## config.mk

```make
export PLATFORM = sky130hd
export DESIGN_NAME = ov7670_capture
export DESIGN_NICKNAME = d
export VERILOG_FILES = /design/src/rtl/ov7670_capture.sv
export SDC_FILE = /design/constraint.sdc
export NUM_CORES = 1
export LEC_CHECK = 0
export CORE_MARGIN = 3
export CORE_UTILIZATION = 30
export CTS_BUF_LIST = sky130_fd_sc_hd__clkbuf_16
export DETAILED_ROUTE_END_ITERATION = 8
export GPL_ROUTABILITY_DRIVEN = 0
export GPL_TIMING_DRIVEN = 0
export HOLD_SLACK_MARGIN = 0.15
export SLEW_MARGIN = 15
export SYNTH_ARGS = -nofsm -noshare
export SYNTH_HDL_FRONTEND = slang
export SYNTH_SLANG_ARGS = --single-unit
export TNS_END_PERCENT = 1
```

## constraint.sdc

```tcl
create_clock -name clk100mhz -period 2.7 [get_ports clk100mhz]
set_input_delay 0.27 -clock clk100mhz [delete_from_list [all_inputs] [get_ports clk100mhz]]
set_output_delay 0.27 -clock clk100mhz [all_outputs]
set_load 0.01 [all_outputs]
```

## src/rtl/ov7670_capture.sv

```systemverilog
// rtl/ov7670_capture.sv - OV7670 RGB565 camera capture into an RGB444 frame-buffer write port
//
// Samples the camera bus (pclk/href/vsync/data) as plain data in the clk100mhz
// domain, assembles two RGB565 bytes per pixel and emits one RGB444 write per
// stored pixel at line-major addresses starting at 0.
//
// Ports:
//   clk100mhz   in   system clock, the only clock
//   reset       in   synchronous, active-high
//   cam_pclk    in   camera pixel clock, oversampled as data
//   cam_vsync   in   frame sync, high = vertical blanking
//   cam_href    in   line valid
//   cam_data    in   [7:0] camera byte, RGB565 high byte first
//   wr_en       out  one-cycle write strobe
//   wr_addr     out  [ADDR_W-1:0] pixel address
//   wr_data     out  [11:0] RGB444 pixel
//   frame_done  out  one-cycle pulse after a captured frame ends
//   overflow    out  sticky: more pixels than H_PIXELS*V_LINES this frame
//
// Optional build macro CAPTURE_DECIMATE_EN: keep only even pixels of even
// lines (640x480 input stored as 320x240).

module ov7670_capture #(
    parameter int H_PIXELS = 320,
    parameter int V_LINES  = 240,
    parameter int ADDR_W   = 17
) (
    input  logic              clk100mhz,
    input  logic              reset,
    input  logic              cam_pclk,
    input  logic              cam_vsync,
    input  logic              cam_href,
    input  logic [7:0]        cam_data,
    output logic              wr_en,
    output logic [ADDR_W-1:0] wr_addr,
    output logic [11:0]       wr_data,
    output logic              frame_done,
    output logic              overflow
);

    localparam int unsigned FRAME_PIXELS = H_PIXELS * V_LINES;
    localparam logic [ADDR_W-1:0] LAST_ADDR = ADDR_W'(FRAME_PIXELS - 1);

    typedef enum logic [1:0] {
        SYNC_WAIT  = 2'd0,
        FRAME_WAIT = 2'd1,
        CAPTURE    = 2'd2
    } state_t;

    state_t state_q, state_d;

    // Two-flop synchronizers, equal depth on every camera input so that
    // href/data line up with the pclk edge that qualifies them.
    logic [1:0] pclk_s_q, href_s_q, vsync_s_q;
    logic [7:0] data_s1_q, data_s2_q;
    logic       pclk_prev_q, href_prev_q, vsync_prev_q;

    logic              phase_q;
    logic [7:0]        byte0_q;
    logic [ADDR_W-1:0] addr_q;
    logic              full_q;
    logic              wr_en_q, frame_done_q, overflow_q;
    logic [ADDR_W-1:0] wr_addr_q;
    logic [11:0]       wr_data_q;

    logic sample, href_fall, vsync_rise, vsync_fall;
    logic frame_start, frame_end, keep;

    assign sample     = pclk_s_q[1] & ~pclk_prev_q;
    assign href_fall  = href_prev_q & ~href_s_q[1];
    assign vsync_rise = vsync_s_q[1] & ~vsync_prev_q;
    assign vsync_fall = ~vsync_s_q[1] & vsync_prev_q;

`ifdef CAPTURE_DECIMATE_EN
    // Only parity of the pixel and line counters decides whether a pixel is kept.
    logic pix_odd_q, line_odd_q;
    assign keep = ~pix_odd_q & ~line_odd_q;
`else
    assign keep = 1'b1;
`endif

    always_ff @(posedge clk100mhz) begin
        if (reset) begin
            pclk_s_q     <= '0;
            href_s_q     <= '0;
            vsync_s_q    <= '0;
            data_s1_q    <= '0;
            data_s2_q    <= '0;
            pclk_prev_q  <= 1'b0;
            href_prev_q  <= 1'b0;
            vsync_prev_q <= 1'b0;
        end else begin
            pclk_s_q     <= {pclk_s_q[0], cam_pclk};
            href_s_q     <= {href_s_q[0], cam_href};
            vsync_s_q    <= {vsync_s_q[0], cam_vsync};
            data_s1_q    <= cam_data;
            data_s2_q    <= data_s1_q;
            pclk_prev_q  <= pclk_s_q[1];
            href_prev_q  <= href_s_q[1];
            vsync_prev_q <= vsync_s_q[1];
        end
    end

    always_ff @(posedge clk100mhz) begin
        if (reset) begin
            state_q <= SYNC_WAIT;
        end else begin
            state_q <= state_d;
        end
    end

    always_comb begin
        state_d     = state_q;
        frame_start = 1'b0;
        frame_end   = 1'b0;
        case (state_q)
            SYNC_WAIT: begin
                if (vsync_s_q[1]) begin
                    state_d = FRAME_WAIT;
                end
            end
            FRAME_WAIT: begin
                if (vsync_fall) begin
                    state_d     = CAPTURE;
                    frame_start = 1'b1;
                end
            end
            CAPTURE: begin
                if (vsync_rise) begin
                    state_d   = FRAME_WAIT;
                    frame_end = 1'b1;
                end
            end
            default: state_d = SYNC_WAIT;
        endcase
    end

    // Pixel assembly and write generation. The byte handling below is keyed
    // on state_q, so a pixel completing in the same cycle as the vsync edge
    // still produces its write before the state change takes effect.
    always_ff @(posedge clk100mhz) begin
        if (reset) begin
            phase_q      <= 1'b0;
            byte0_q      <= '0;
            addr_q       <= '0;
            full_q       <= 1'b0;
            wr_en_q      <= 1'b0;
            wr_addr_q    <= '0;
            wr_data_q    <= '0;
            frame_done_q <= 1'b0;
            overflow_q   <= 1'b0;
`ifdef CAPTURE_DECIMATE_EN
            pix_odd_q    <= 1'b0;
            line_odd_q   <= 1'b0;
`endif
        end else begin
            wr_en_q      <= 1'b0;
            frame_done_q <= frame_end;
            if (frame_start) begin
                phase_q    <= 1'b0;
                addr_q     <= '0;
                wr_addr_q  <= '0;
                full_q     <= 1'b0;
                overflow_q <= 1'b0;
`ifdef CAPTURE_DECIMATE_EN
                pix_odd_q  <= 1'b0;
                line_odd_q <= 1'b0;
`endif
            end else if (state_q == CAPTURE) begin
                if (href_fall) begin
                    // A dangling odd byte is dropped here.
                    phase_q    <= 1'b0;
`ifdef CAPTURE_DECIMATE_EN
                    pix_odd_q  <= 1'b0;
                    line_odd_q <= ~line_odd_q;
`endif
                end else if (sample && href_s_q[1]) begin
                    phase_q <= ~phase_q;
                    if (!phase_q) begin
                        byte0_q <= data_s2_q;
                    end else begin
`ifdef CAPTURE_DECIMATE_EN
                        pix_odd_q <= ~pix_odd_q;
`endif
                        if (keep) begin
                            if (full_q) begin
                                overflow_q <= 1'b1;
                            end else begin
                                wr_en_q   <= 1'b1;
                                wr_addr_q <= addr_q;
                                // {R[4:1], G[5:2], B[4:1]} from {R,G[5:3]} / {G[2:0],B}
                                wr_data_q <= {byte0_q[7:4], byte0_q[2:0], data_s2_q[7], data_s2_q[4:1]};
                                // Address sticks at the last pixel once the frame is full.
                                if (addr_q == LAST_ADDR) begin
                                    full_q <= 1'b1;
                                end else begin
                                    addr_q <= addr_q + 1'b1;
                                end
                            end
                        end
                    end
                end
            end
        end
    end

    assign wr_en      = wr_en_q;
    assign wr_addr    = wr_addr_q;
    assign wr_data    = wr_data_q;
    assign frame_done = frame_done_q;
    assign overflow   = overflow_q;

endmodule

```

# Word level (Yosys, flattened, before mapping)
# Cells that the tools add are included.
[word_totals] regBits=86 inputBits=13 out_inout_bits=32
[classes] add_sub_neg=1 n_eq_ne=6 n_mux=12 n_bitwise=15 n_reduce_logical=14
[ops] cell="17-bit by 1-bit adder with 17-bit output (second input constant)" count=1
[ops] cell="17-bit == test (second input constant)" count=1
[ops] cell="5-bit AND reduction" count=3
[ops] cell="6-bit AND reduction" count=2
[ops] cell="1-bit NOT" count=11
[ops] cell="1-bit 2-to-1 mux" count=8
[ops] cell="2-bit 2-to-1 mux" count=3
[ops] cell="2-bit inequality test (second input constant)" count=3
[ops] cell="2-bit one-hot mux with 3 select lines" count=1
[ops] cell="6-bit OR reduction" count=1
[ops] cell="1-bit bitwise AND" count=4
[ops] cell="4-bit AND reduction" count=1
[ops] cell="2-bit OR reduction" count=2
[ops] cell="3-bit AND reduction" count=1
[ops] cell="2-bit by 1-bit == test with 1-bit output (second input constant)" count=1
[ops] cell="2-bit == test (second input constant)" count=1
[ops] cell="2-bit zero test" count=1
[ops] cell="2-bit AND reduction" count=1
[ops] cell="2-bit nonzero test" count=1
[ops] cell="1-bit logical AND" count=1

# Depth between registers and ports, before layout
# Gate-level depths: netlist (run 1).
[depth] word_depth=6 depth_mapped=7 depth_no_buf=5

# Least setup slack after synthesis (run 1)
# Ideal clock, no wire load.
[synth_path] path_type="reg2reg" start="register addr_q[0]" end="register addr_q[6]" setup_time_ns=0.070 arrival_time_ns=1.689 slack_ns=0.941 path_stages_with_launch=7 path_buffers=1 synth_period_minus_slack_ns=1.759 cell_sequence="dfxtp_1 > ha_1 > and4b_4 > and4_4 > buf_6 > or4_1 > a21oi_1"
[synth_via] elab_chain_len=3 elab_cells_between_ends=4
[synth_lines] element="from (decl)" line="60" rtl="logic [ADDR_W-1:0] addr_q;"
[synth_lines] element="from (signal assigned)" line="197" rtl="addr_q <= addr_q + 1'b1;"
[synth_lines] element="parallel branches: the longest is 3 deep, another holds 17-bit by 1-bit adder with 17-bit output"
# Parallel ways; which one is timed is not known.
# A chain may end at the register's enable or synchronous reset.

# Final worst setup path (run 1)
[layout_path] start="register addr_q[0]" end="register addr_q[4]"
# Same word-level chain as after synthesis.

==> results.md, run 1 <==
* Die X at 110 um
* Post-DR wirelength/cell at 12.8 um
* Status: complete, no violations
* Layout Skew at 0.00628 ns
* Syn Area/Cell at 9.11 um2
* Seq/Total Area, Yosys at 52.9%
* Hold Buf Count CTS at 0
* Most common flop cell mapped by yosys: dfxtp_1
* Diode count at 0
* Post-Synthesis Cells at 353
* CP Depth at 6
* Die ar. at 12000 um2
* PD cells at 621 nW/um2
* Net Sw Power at 0.538 mW
* CTS Root Cell: clkbuf_16
* WP data required at 2.96 ns
* CP peak stage delay at 0.48 ns
* Final nets at 422
* DP Worst Slack at 0.750 ns
* Worst skew pair latency at 0.33 ns
* Fill cells at 1056
* Final Setup Violations at 0
* Critical R2R Launch: addr_q[0]$_SDFFE_PP0P_
* Hold path start: data_s1_q[3]$_SDFF_PP0_
* VDD IR max at 0.000359 V
* Fmax at 0.502 GHz
* Clock power share at 47.5%
* Sequential share of power at 49.9%
* Sink Count at 85
* Final Non-Filler Cells at 548
* DR iter-0 viols at 73
* Std cell rows at 37
* Largest area contributor in the netlist: dfxtp_1
* Syn nets at 367
* CP Launch Type: register
* Via count at 2586
* Initial Utilization at 31.0%
* Final Hold Fails at 0
* Worst slew pin tran at 0.554 ns
* Cells after DPL at 533
* Setup TNS at 0 ns
* DP Wirelength at 4.97 mm
* Vias in the first global route at 2363
* DRC at 0
* Routed wire length at 7.03 mm
* Crit Path Class: register to register
* # Post-CTS Setup Buffers at 0
* TritonCTS Buffers at 9
* Antenna-violating nets left at 0
* First-pass GRT wire length at 11.3 mm
* R2r endpoint: addr_q[4]$_SDFFE_PP0P_
* Hold depth at 1
* Layout area overhead at 28.2%
* Initial antenna violation count at 0
* Top-level port count at 45
* Commonest cells post-synth: dfxtp_1, nand2_1, a21oi_1, nor2b_1, nor2_1
* Total gr overflow at 0
* Worst Path Max Fanout at 10
* Max_slew headroom at 63.0%
* Critical path capture point type: register
* R2R depth at 6
* EDFF count, synth at 0
* Sw Share at 21.0%
* Overall Power at 2.56 mW
* Hold EP: data_s2_q[3]$_SDFF_PP0_
* Reg clk slew, reported paths at 0.06 ns
* Arrival @ worst endpoint at 2.25 ns
* Overall Global Routing Usage at 12.1%
* Area contributors post-synth: dfxtp_1, nand2_1, a21oi_1, nor2b_1, mux2i_1
* Logic gate share of total power at 2.7%
* RSZ-0062 raised after global routing: no
* Most numerous cell in the Yosys netlist: dfxtp_1
* Worst Setup Slack, final at 0.708 ns
* Largest net degree at the start of global routing at 16
* Synth Cell Area at 3220 um2
* Clk buf depth at 2
* Die height at 110 um
* CTS tree: yes
* Max Cap Viol at 0
* CP cell instances: ha_1 > and4b_4 > and4_4 > buf_6 > or4_1 > a21oi_1
* Leak Pwr at 1.44 nW
* Share of cells above drive strength 1 at 8.50%
* Post-synth top area share at 52.9%
* Yosys reg bits at 85
* Period utilization at 73.8%
* Slack of the worst reg-to-reg path at 0.71 ns
* Final min period at 1.99 ns
* Yosys warns at 0
* CP Buf/Inv Count at 1
* Htree depth at 3
* Hold slack at 0.435 ns
* Internal power at 2.03 mW
* Post-CTS sizing at 0
* Final Slew Violations at 0
* CORE AREA at 10400 um2
* Post-synth ARST share at 0%
* Drt first pass iters at 4
* Vias per cell at 4.72
* Port bufs at 44
* Hold Path Class: register to register
* CP max stage cell: or4_1
* Critical path's top delay family: simple AND/OR/NAND/NOR gates
* Post-synth cell types at 46
-- cell usage in the layout, fill, tap and decap left out, types with 2 or more instances in the layout --
cell type,Yosys,final
dfxtp_1,85,85
nand2_1,68,68
a21oi_1,46,46
clkdlybuf4s50_1,0,44
nor2b_1,27,27
nor2_1,15,15
clkbuf_1,11,11
mux2i_1,10,10
clkbuf_16,0,9
or4_1,8,8
nand4_1,7,7
o31ai_1,7,7
o21ai_0,6,6
nand3_1,6,6
inv_1,5,5
and3_1,5,5
buf_4,4,4
or3_1,4,4
buf_2,3,3
clkinv_4,0,3
nand4b_1,2,2
nand3b_1,2,2
clkbuf_8,2,2
buf_6,2,2
and4_1,2,2
nor4_1,2,2
and2_1,2,2
-- power groups by stage --
stage	Combinational (mW)	Sequential, mW	Clock [mW]
after global routing	0.0764	1.28	1.30
after global placement	0.0693	1.31	0
after floorplan	0.0399	1.30	0
final	0.0688	1.28	1.22
after detailed placement	0.0701	1.31	0
after CTS	0.0701	1.28	1.24
-- per-layer routing --
layer	GRT usage [%]	vias up	share of wire (%)
li1	-	1326	-
met1	16.5	1206	48
met2	18.8	47	46
met3	2.88	7	3.9
met4	4.27	0	1.5
met5	0	-	0
-- how the worst max path moves through the flow --
| stage | startpoint | endpoint | slack, ns |
|---|---|---|---|
| floorplan | addr_q[0]$_SDFFE_PP0P_ | addr_q[6]$_SDFFE_PP0P_ | 0.94 |
| global placement | reset | byte0_q[0]$_SDFFE_PP0P_ | 0.77 |
| detailed placement | reset | byte0_q[4]$_SDFFE_PP0P_ | 0.75 |
| CTS | addr_q[0]$_SDFFE_PP0P_ | addr_q[4]$_SDFFE_PP0P_ | 0.75 |
| global route | state_q[0]$_SDFFE_PP0P_ | addr_q[4]$_SDFFE_PP0P_ | 0.58 |
| finish | addr_q[0]$_SDFFE_PP0P_ | addr_q[4]$_SDFFE_PP0P_ | 0.71 |
-- cell families (layout without fill, tap and decap cells) --
kind of cell	Yosys count	in the layout	synth area share [%]
flops	85	85	52.9
mux	11	11	3.46
simple gates	164	164	27.3
buf+inv	28	87	4.94
compound gates	64	64	11.0
fa+ha+maj	1	1	0.389
-- flip-flops by register name (all words and copies together) (netlist names), 2 cells and up --
| register | cells |
|---|---|
| wr_addr | 17 |
| data_s2_q | 8 |
| wr_data | 12 |
| state_q | 2 |
| vsync_s_q | 2 |
| addr_q | 17 |
| href_s_q | 2 |
| data_s1_q | 8 |
| byte0_q | 7 |
| pclk_s_q | 2 |
-- metrics by stage --
| step | area [um2] | utilization, % |
|---|---|---|
| after floorplan | 3220 | - |
| after CTS | 4130 | 39.8 |
| after global placement | 3830 | 36.9 |
| final | 4130 | 39.8 |
| after global routing | 4130 | 39.8 |
| after detailed placement | 3830 | 36.9 |
-- area by class of cell --
class	instances	area, um2	share of cell area (%)
Buffer	23	140	3.40
Clock buffer	9	225	5.46
Clock inverter	6	72.6	1.76
Inverter	5	18.8	0.455
Multi-Input combinational cell	240	1360	32.9
Sequential cell	85	1700	41.2
Tap cell	136	170	4.12
Timing Repair Buffer	44	440	10.7
Power figures use the tool's default switching activity.
==> run 2: changes to the inputs <==
==> constraint.sdc (replaced) <==
create_clock -name clk100mhz -period 1.7 [get_ports clk100mhz]
set_input_delay 0.17 -clock clk100mhz [delete_from_list [all_inputs] [get_ports clk100mhz]]
set_output_delay 0.17 -clock clk100mhz [all_outputs]
set_load 0.01 [all_outputs]
==> run 2 against run 1 <==
The run now ends with setup timing left. Critical path depth stayed put. Cell area is 2.4% higher. Sequential share of layout area is 0.71 points lower. Setup slack worse by 0.76 ns. Clock power is 52% higher. Non-clock buffer count is 2 higher. Fmax is 14% higher. Critical path type unchanged.
==> results.md, run 2 (same netlist as run 1, synthesis figures left out) <==
* Status: finished with violations
* Failing checks: setup timing
* Crit Path Class: register to register
* Final nets at 424 (+0.47%)
* Post-DR wirelength/cell at 13.0 um (+1.6%)
* Total gr overflow at 0 (unchanged)
* Global routing usage on met3 at 3.64% (+0.76 points)
* CP Depth at 6 (unchanged)
* Htree depth at 3 (unchanged)
* WP data required at 1.97 ns (-0.99 ns)
* Overall Global Routing Usage at 12.4% (+0.30 points)
* Drt first pass iters at 4 (unchanged)
* Std cell rows at 37 (unchanged)
* Vias per cell at 4.72 (about the same)
* Worst slew pin tran at 0.520 ns (-0.0339 ns)
* Slack of the worst reg-to-reg path at -0.05 ns (-0.76 ns)
* CP Buf/Inv Count at 1 (unchanged)
* Setup crit start: addr_q[1]$_SDFFE_PP0P_
* Final Slew Violations at 0 (unchanged)
* TritonCTS Buffers at 9 (unchanged)
* CP max stage cell: or4_1
* VDD IR max at 0.000426 V (+19%)
* CP cell instances: ha_4 > and4b_4 > and4_4 > buf_6 > or4_1 > a21oi_1
* Max Cap Viol at 0 (unchanged)
* Critical R2R Launch: addr_q[1]$_SDFFE_PP0P_
* Hold slack at 0.377 ns (-0.0586 ns)
* DP Wirelength at 4.97 mm (+0.11%)
* Share of cells above drive strength 1 at 14.9% (+6.4 points)
* DP Worst Slack at -0.182 ns (-0.932 ns)
* RSZ-0062 raised after global routing: yes
* Reg clk slew, reported paths at 0.07 ns (about the same)
* Initial Utilization at 31.0% (unchanged)
* CTS Root Cell: clkbuf_16
* Routed wire length at 7.18 mm (+2.2%)
* Port bufs at 44 (unchanged)
* Via count at 2602 (+0.62%)
* DR iter-0 viols at 116 (+59%)
* Max_slew headroom at 65.3% (+2.3 points)
* Worst Path Max Fanout at 10 (unchanged)
* Area of the multi-input gates at 1430 um2 (+5.3%)
* Die ar. at 12000 um2 (unchanged)
* Final Setup Violations at 4 (+4)
* DRC at 0 (unchanged)
* Hold Buf Count CTS at 0 (unchanged)
* Final Hold Fails at 0 (unchanged)
* Most common cell after layout, fill and taps aside: dfxtp_1
* CP endpoint: addr_q[4]$_SDFFE_PP0P_
* Die X at 110 um (unchanged)
* Arrival @ worst endpoint at 2.02 ns (-0.23 ns)
* CP peak stage delay at 0.46 ns (-0.02 ns)
* Final min period at 1.75 ns (-0.243 ns)
* Layout area overhead at 31.3%
* Layout Skew at 0.00499 ns (-0.00129 ns)
* Sink Count at 85 (unchanged)
* Critical path's top delay family: simple AND/OR/NAND/NOR gates
* Critical path capture point type: register
* CORE AREA at 10400 um2 (unchanged)
* Top-level port count at 45 (unchanged)
* Hold path start: cam_data[6]
* Die height at 110 um (unchanged)
* CTS tree: yes
* Worst skew pair latency at 0.34 ns (about the same)
* Antenna-violating nets left at 0 (unchanged)
* Fill cells at 1048 (-0.76%)
* Clk buf depth at 2 (unchanged)
* PD cells at 943 nW/um2 (+52%)
* Global routing's busiest layer: met2
* Vias in the first global route at 2334 (-1.2%)
* First-pass GRT wire length at 11.4 mm (+1.3%)
* Initial antenna violation count at 0 (unchanged)
* Setup TNS at -0.158 ns (-0.158 ns)
* CP Launch Type: register
* Hold depth at 2 (+1)
* Diode count at 0 (unchanged)
* Period utilization at 103% (+29 points)
* Fmax at 0.572 GHz (+14%)
* Largest net degree at the start of global routing at 20 (+4)
* Register area at 1710 um2 (+0.66%)
* GR Util met1 at 16.6% (+0.10 points)
* Met2 usage at 19.3% (+0.48 points)
* Leak Pwr at 1.48 nW (+2.9%)
* R2r endpoint: addr_q[4]$_SDFFE_PP0P_
* Most frequent cells in the layout: dfxtp_1, nand2_1, a21oi_1
* Worst Setup Slack, final at -0.0495 ns (-0.757 ns)
* Hold Path Class: input pin to register
* R2R depth at 6 (unchanged)
-- run 2: through the flow --
stage,power [mW],std cells,instance area [um2],util (%)
global placement,2.18,533,3830,36.9
finish,3.99,551,4230,40.7
floorplan,2.14,353,3220,-
CTS,4.04,548,4140,40.0
detailed placement,2.19,533,3830,36.9
global route,4.15,551,4230,40.7
-- run 2: cell type report --
| class | instances | share of cell area [%] |
|---|---|---|
| Sequential cell | 85 | 40.5 |
| Timing Repair Buffer | 47 | 11.0 |
| Buffer | 22 | 3.55 |
| Clock inverter | 7 | 1.36 |
| Clock buffer | 9 | 5.33 |
| Tap cell | 136 | 4.03 |
| Inverter | 5 | 0.444 |
| Multi-Input combinational cell | 240 | 33.8 |
-- run 2: timing repair --
item,4_1_cts,5_1_grt
endpoints found under the setup margin,36,28
setup buffers,0,3
resized for setup,10,21
pin swaps,0,7
gates cloned,0,0
-- run 2: worst min-delay path by stage --
| stage | endpoint |
|---|---|
| 4_1_cts | data_s1_q[6]$_SDFF_PP0_ |
| 2_1_floorplan | data_s1_q[0]$_SDFF_PP0_ |
| 6_report | data_s1_q[6]$_SDFF_PP0_ |
| 5_1_grt | data_s1_q[1]$_SDFF_PP0_ |
| 3_5_place_dp | data_s2_q[6]$_SDFF_PP0_ |
| 3_3_place_gp | data_s2_q[2]$_SDFF_PP0_ |
-- run 2: metal layers --
layer	part of all wire [%]	wire, um	up-vias
met4	1.5	111	0
met3	5.1	364	8
met1	46	3320	1212
met5	0	0	-
li1	-	-	1334
met2	47	3380	48
-- run 2: power by group --
| part | total [mW] | switching [mW] | leakage, nW | internal (mW) |
|---|---|---|---|---|
| clock network | 1.85 | 0.836 | 0.136 | 1.01 |
| logic | 0.112 | 0.0544 | 0.654 | 0.0574 |
| registers | 2.03 | 0.0108 | 0.694 | 2.02 |
==> run 3: changes to the inputs <==
--- a/config.mk
+++ b/config.mk
@@ -12,7 +12,6 @@
 export GPL_ROUTABILITY_DRIVEN = 0
 export GPL_TIMING_DRIVEN = 0
 export HOLD_SLACK_MARGIN = 0.15
-export SLEW_MARGIN = 15
 export SYNTH_ARGS = -nofsm -noshare
 export SYNTH_HDL_FRONTEND = slang
 export SYNTH_SLANG_ARGS = --single-unit
==> results of run 3 <==
The final DEF is identical to that of run 2; final timing and power are the same.
==> RTL change 1 (config.mk and constraints of run 3) <==
Re-encode `state_t` (3 states) as one-hot, 3 bits wide.
--- a/src/rtl/ov7670_capture.sv
+++ b/src/rtl/ov7670_capture.sv
@@ -43,6 +43,6 @@
 
-    typedef enum logic [1:0] {
-        SYNC_WAIT  = 2'd0,
-        FRAME_WAIT = 2'd1,
-        CAPTURE    = 2'd2
+    typedef enum logic [2:0] {
+        SYNC_WAIT  = 3'b001,
+        FRAME_WAIT = 3'b010,
+        CAPTURE    = 3'b100
     } state_t;
Check against the original RTL: same outputs for any inputs over 10 cycles, from zero or initial values and one cycle with reset high; not proved beyond that.
==> RTL change 1 against run 3 <==
  * The run still ends with setup timing left
  * Synthesized area decreased by 1.1%
  * Final area rose by 1.7%
  * Power fell by 0.83%
  * Final cell count grew 0.18%
  * Non-clock buffer count grew 7
  * Sequential cell count increased by 1
  * Worst setup slack better by 0.030 ns
  * Routed wire length up 4.2%
==> RTL change 1: results (changes against run 3) <==
| Metric | Value |
|---|---|
| Mapped Nets | `363 (-1.1%)` |
| Final-report setup violation count | `2 (-2)` |
| Cell variety after synth | `36 (-22%)` |
| Data arrival time of the critical path | `1.99 ns (-0.03 ns)` |
| Max FO, Critical Path | `6 (-4)` |
| Violated checks | `setup timing` |
| Number of inverters outside the clock class in the layout | `3 (-2)` |
| Reg2Reg Depth | `5 (-1)` |
| Starting DRC count in detailed routing | `75 (-35%)` |
| Leakage power total | `1.44 nW (-2.7%)` |
| Clock buffer and inverter area fraction after layout | `6.41% (-0.28 points)` |
| Cell count after placement | `526 (-1.3%)` |
| TritonRoute pass-1 iters | `6 (+2)` |
| Non-clock buffer instance count of the final layout | `76 (+10%)` |
| Most used standard cells in the synthesized netlist | `sky130_fd_sc_hd__dfxtp_1 (86), sky130_fd_sc_hd__nand2_1 (63), sky130_fd_sc_hd__a21oi_1 (50)` |
| Buffer share of cell area | `15.6% (+1.1 points)` |
| Area after DPL | `3790 µm² (-0.98%)` |
| Detailed-route via count | `2659 (+2.2%)` |
| Worst slew pin tran | `0.499 ns (-0.0209 ns)` |
| Switching Fraction | `22.0% (-0.64 points)` |
| Num sequential | `86 (+1.2%)` |
| Final wirelength | `7.48 mm (+4.2%)` |
| Aggregate global-route resource usage | `13.2% (+0.76 points)` |
| Place WS | `-0.272 ns (-0.0902 ns)` |
| Pin count of the biggest net entering global routing | `16 (-20%)` |
| Final core utilization | `42.8% (+2.0 points)` |
| Fillers | `989 (-5.6%)` |
| Via density | `4.82 (+2.0%)` |
| Fraction of final layout cells with drive strength greater than 1 | `17.9% (+3.0 points)` |
| Via count of the first global-routing pass | `2595 (+11%)` |
| FF+latch area | `1740 µm² (+1.5%)` |
| Run status | `complete, but fails checks` |
| Final Worst Setup Slack | `-0.0195 ns (+0.0299 ns)` |
| Synthesized area divided by synthesized cell count | `9.11 µm² (about the same)` |
| Fin nets | `428 (+0.94%)` |
==> RTL change 1: cell count changes after synthesis, sizes merged, moves of 4 or more <==
cell / run 3 / this run
or4: 8 / 14
clkbuf: 13 / 8
nand2: 68 / 63
a21oi: 46 / 50
and3: 5 / 1
buf: 10 / 14
o31ai: 7 / 11
==> RTL change 1: kinds of logic (layout without fill, tap and decap cells) <==
family                     Yosys count  count (layout)  synth area share, %
and+or+nand+nor                    155             155                 26.2
DFF                                 86              86                 54.1
AOI/OAI and AO/OA                   75              75                 13.2
buffers and inverters               25              95                 3.89
muxes                                7               7                 2.20
adders and majority gates            1               1                0.393
==> RTL change 1: worst paths after layout <==
path | startpoint | to | slack (ns)
worst max-delay path | state_q[1] | addr_q[7] | -0.02
worst min-delay path | cam_data[6] | data_s1_q[6] | 0.38
worst max register to register | state_q[1] | addr_q[7] | -0.02
worst min register to register | data_s2_q[3] | wr_data[2] | 0.43
==> RTL change 1: layer usage <==
layer / global-route usage (%) / vias to the layer above / part of all wire (%)
met4: 6.58 / 0 / 2.5
met5: 0 / - / 0
met3: 4.32 / 16 / 4.5
met1: 16.4 / 1237 / 45
li1: - / 1351 / -
met2: 20.4 / 55 / 48
==> RTL change 1: power groups by stage <==
stage	logic (mW)	registers, mW	clock network [mW]
after detailed placement	0.0991	2.10	0
final	0.102	2.05	1.80
after global placement	0.0976	2.10	0
after floorplan	0.0516	2.09	0
after global routing	0.113	2.05	1.93
after CTS	0.101	2.05	1.85
==> RTL change 1: timing repair <==
action	in CTS	in global routing
pin swaps	4	9
gates cloned	1	0
gates resized for setup	27	28
hold endpoints to repair	0	0
setup buffers	8	2
endpoints found under the setup margin	54	46
==> RTL change 2 (config.mk and constraints of run 3) <==
Without the edit above. Set the parameter `ADDR_W` to 21 (it was 17).
--- a/src/rtl/ov7670_capture.sv
+++ b/src/rtl/ov7670_capture.sv
@@ -25,3 +25,3 @@
     parameter int V_LINES  = 240,
-    parameter int ADDR_W   = 17
+    parameter int ADDR_W   = 21
 ) (
Interface: changed (resized wr_addr); port bits go from 45 to 49. The function was not compared with the original's and may differ.
==> RTL change 2 against run 3 <==
  * The flow still finishes with violations (setup timing)
  * Routed wire length is 3.2% higher
  * Power is 5.4% higher
  * First-iteration DRC count is 14% lower
  * Worst setup slack lost 0.049 ns
  * Final area rose by 9.1%
  * Non-clock buffer count up 15
  * Sequential cell count increased by 8
  * Core utilization is 1.4 points higher
  * Sequential power increased by 9%
  * Count of clock-buffer cells in the layout unchanged
  * Synthesized area up 4.9%
  * Sequential share of layout area is 0.32 points higher
  * Final cell count increased by 7.3%
  * Hold slack improved by 0.0032 ns
  * Critical path type unchanged
  * Largest cell class unchanged
==> RTL change 2: results (changes against run 3) <==
| Metric | Value |
|---|---|
| Run status | `complete, but fails checks` |
| Violated checks | `setup timing` |
| Cell count after placement | `562 (+5.4%)` |
| Leakage power total | `1.59 nW (+7.2%)` |
| Final Worst Setup Slack | `-0.0988 ns (-0.0493 ns)` |
| WL met2 | `3.82 mm (+13%)` |
| Placeable core region | `10900 µm² (+5.5%)` |
| FF+latch area | `1880 µm² (+9.9%)` |
| Post-layout instance count excluding filler cells | `591 (+7.3%)` |
| Post-route setup TNS | `-0.556 ns (-0.397 ns)` |
| Final-report setup violation count | `10 (+6)` |
| Fraction of area in multi-input gates | `33.3% (-0.47 points)` |
| Area after DPL | `4060 µm² (+6.1%)` |
| Met3 layer usage reported by global route | `4.15% (+0.51 points)` |
| Place WS | `-0.211 ns (-0.0294 ns)` |
| Setup Fix Bufs, Post-CTS | `8 (+8)` |
| Global-route met2 utilization | `21.2% (+1.9 points)` |
| Maximum cell stage delay along the critical path | `0.37 ns (-0.09 ns)` |
| Met1 global-route usage | `14.7% (-1.9 points)` |
| Cell variety after synth | `38 (-17%)` |
| Starting DRC count in detailed routing | `100 (-14%)` |
| Relative max-transition margin | `64.8% (-0.48 points)` |
| Metal3 WL | `330 µm (-9.3%)` |
| Max FO, Critical Path | `7 (-3)` |
| Multi-In Gates | `255 (+6.3%)` |
| Power share of the clock group | `44.8% (-1.5 points)` |
| Mux contribution to synthesized area | `2.71% (-0.75 points)` |
| Buffer share of cell area | `15.6% (+1.1 points)` |
| Power consumption | `4.20 mW (+5.4%)` |
| Fillers | `1092 (+4.2%)` |
| Aggregate global-route resource usage | `12.2% (-0.17 points)` |
| Worst clock skew | `0.00673 ns (+0.00174 ns)` |
| Synthesized-area fraction occupied by adder cells | `0.371% (-0.018 points)` |
## RTL change 2: cell count changes after synthesis, sizes merged, moves of 5 or more
cell and delta:
nor2 +11, o21ai +5, xnor2 +6, xor2 +5
dfxtp +8, or4 -8, o31ai -7
## RTL change 2: critical path: cells and delay by family (launching register included)
kind                   cells  cell delay [ns]
AND/OR/NAND/NOR            3             0.89
flip-flops                 1             0.34
AO/OA/AOI/OAI              2             0.32
buffers and inverters      1             0.19
## RTL change 2: cell families after synthesis
family | count (synthesis)
AOI/OAI and AO/OA | 61
xor gates and xnor gates | 11
adders and majority gates | 1
buffers and inverters | 26
DFF | 93
muxes | 9
and+or+nand+nor | 173
## RTL change 2: worst paths after layout
check	slack [ns]	cells past startpoint	end	startpoint
max	-0.1	6	addr_q[6]	pclk_s_q[1]
min	0.38	2	data_s1_q[4]	cam_data[4]
max reg2reg	-0.1	6	addr_q[6]	pclk_s_q[1]
min reg2reg	0.44	1	data_s2_q[0]	data_s1_q[0]
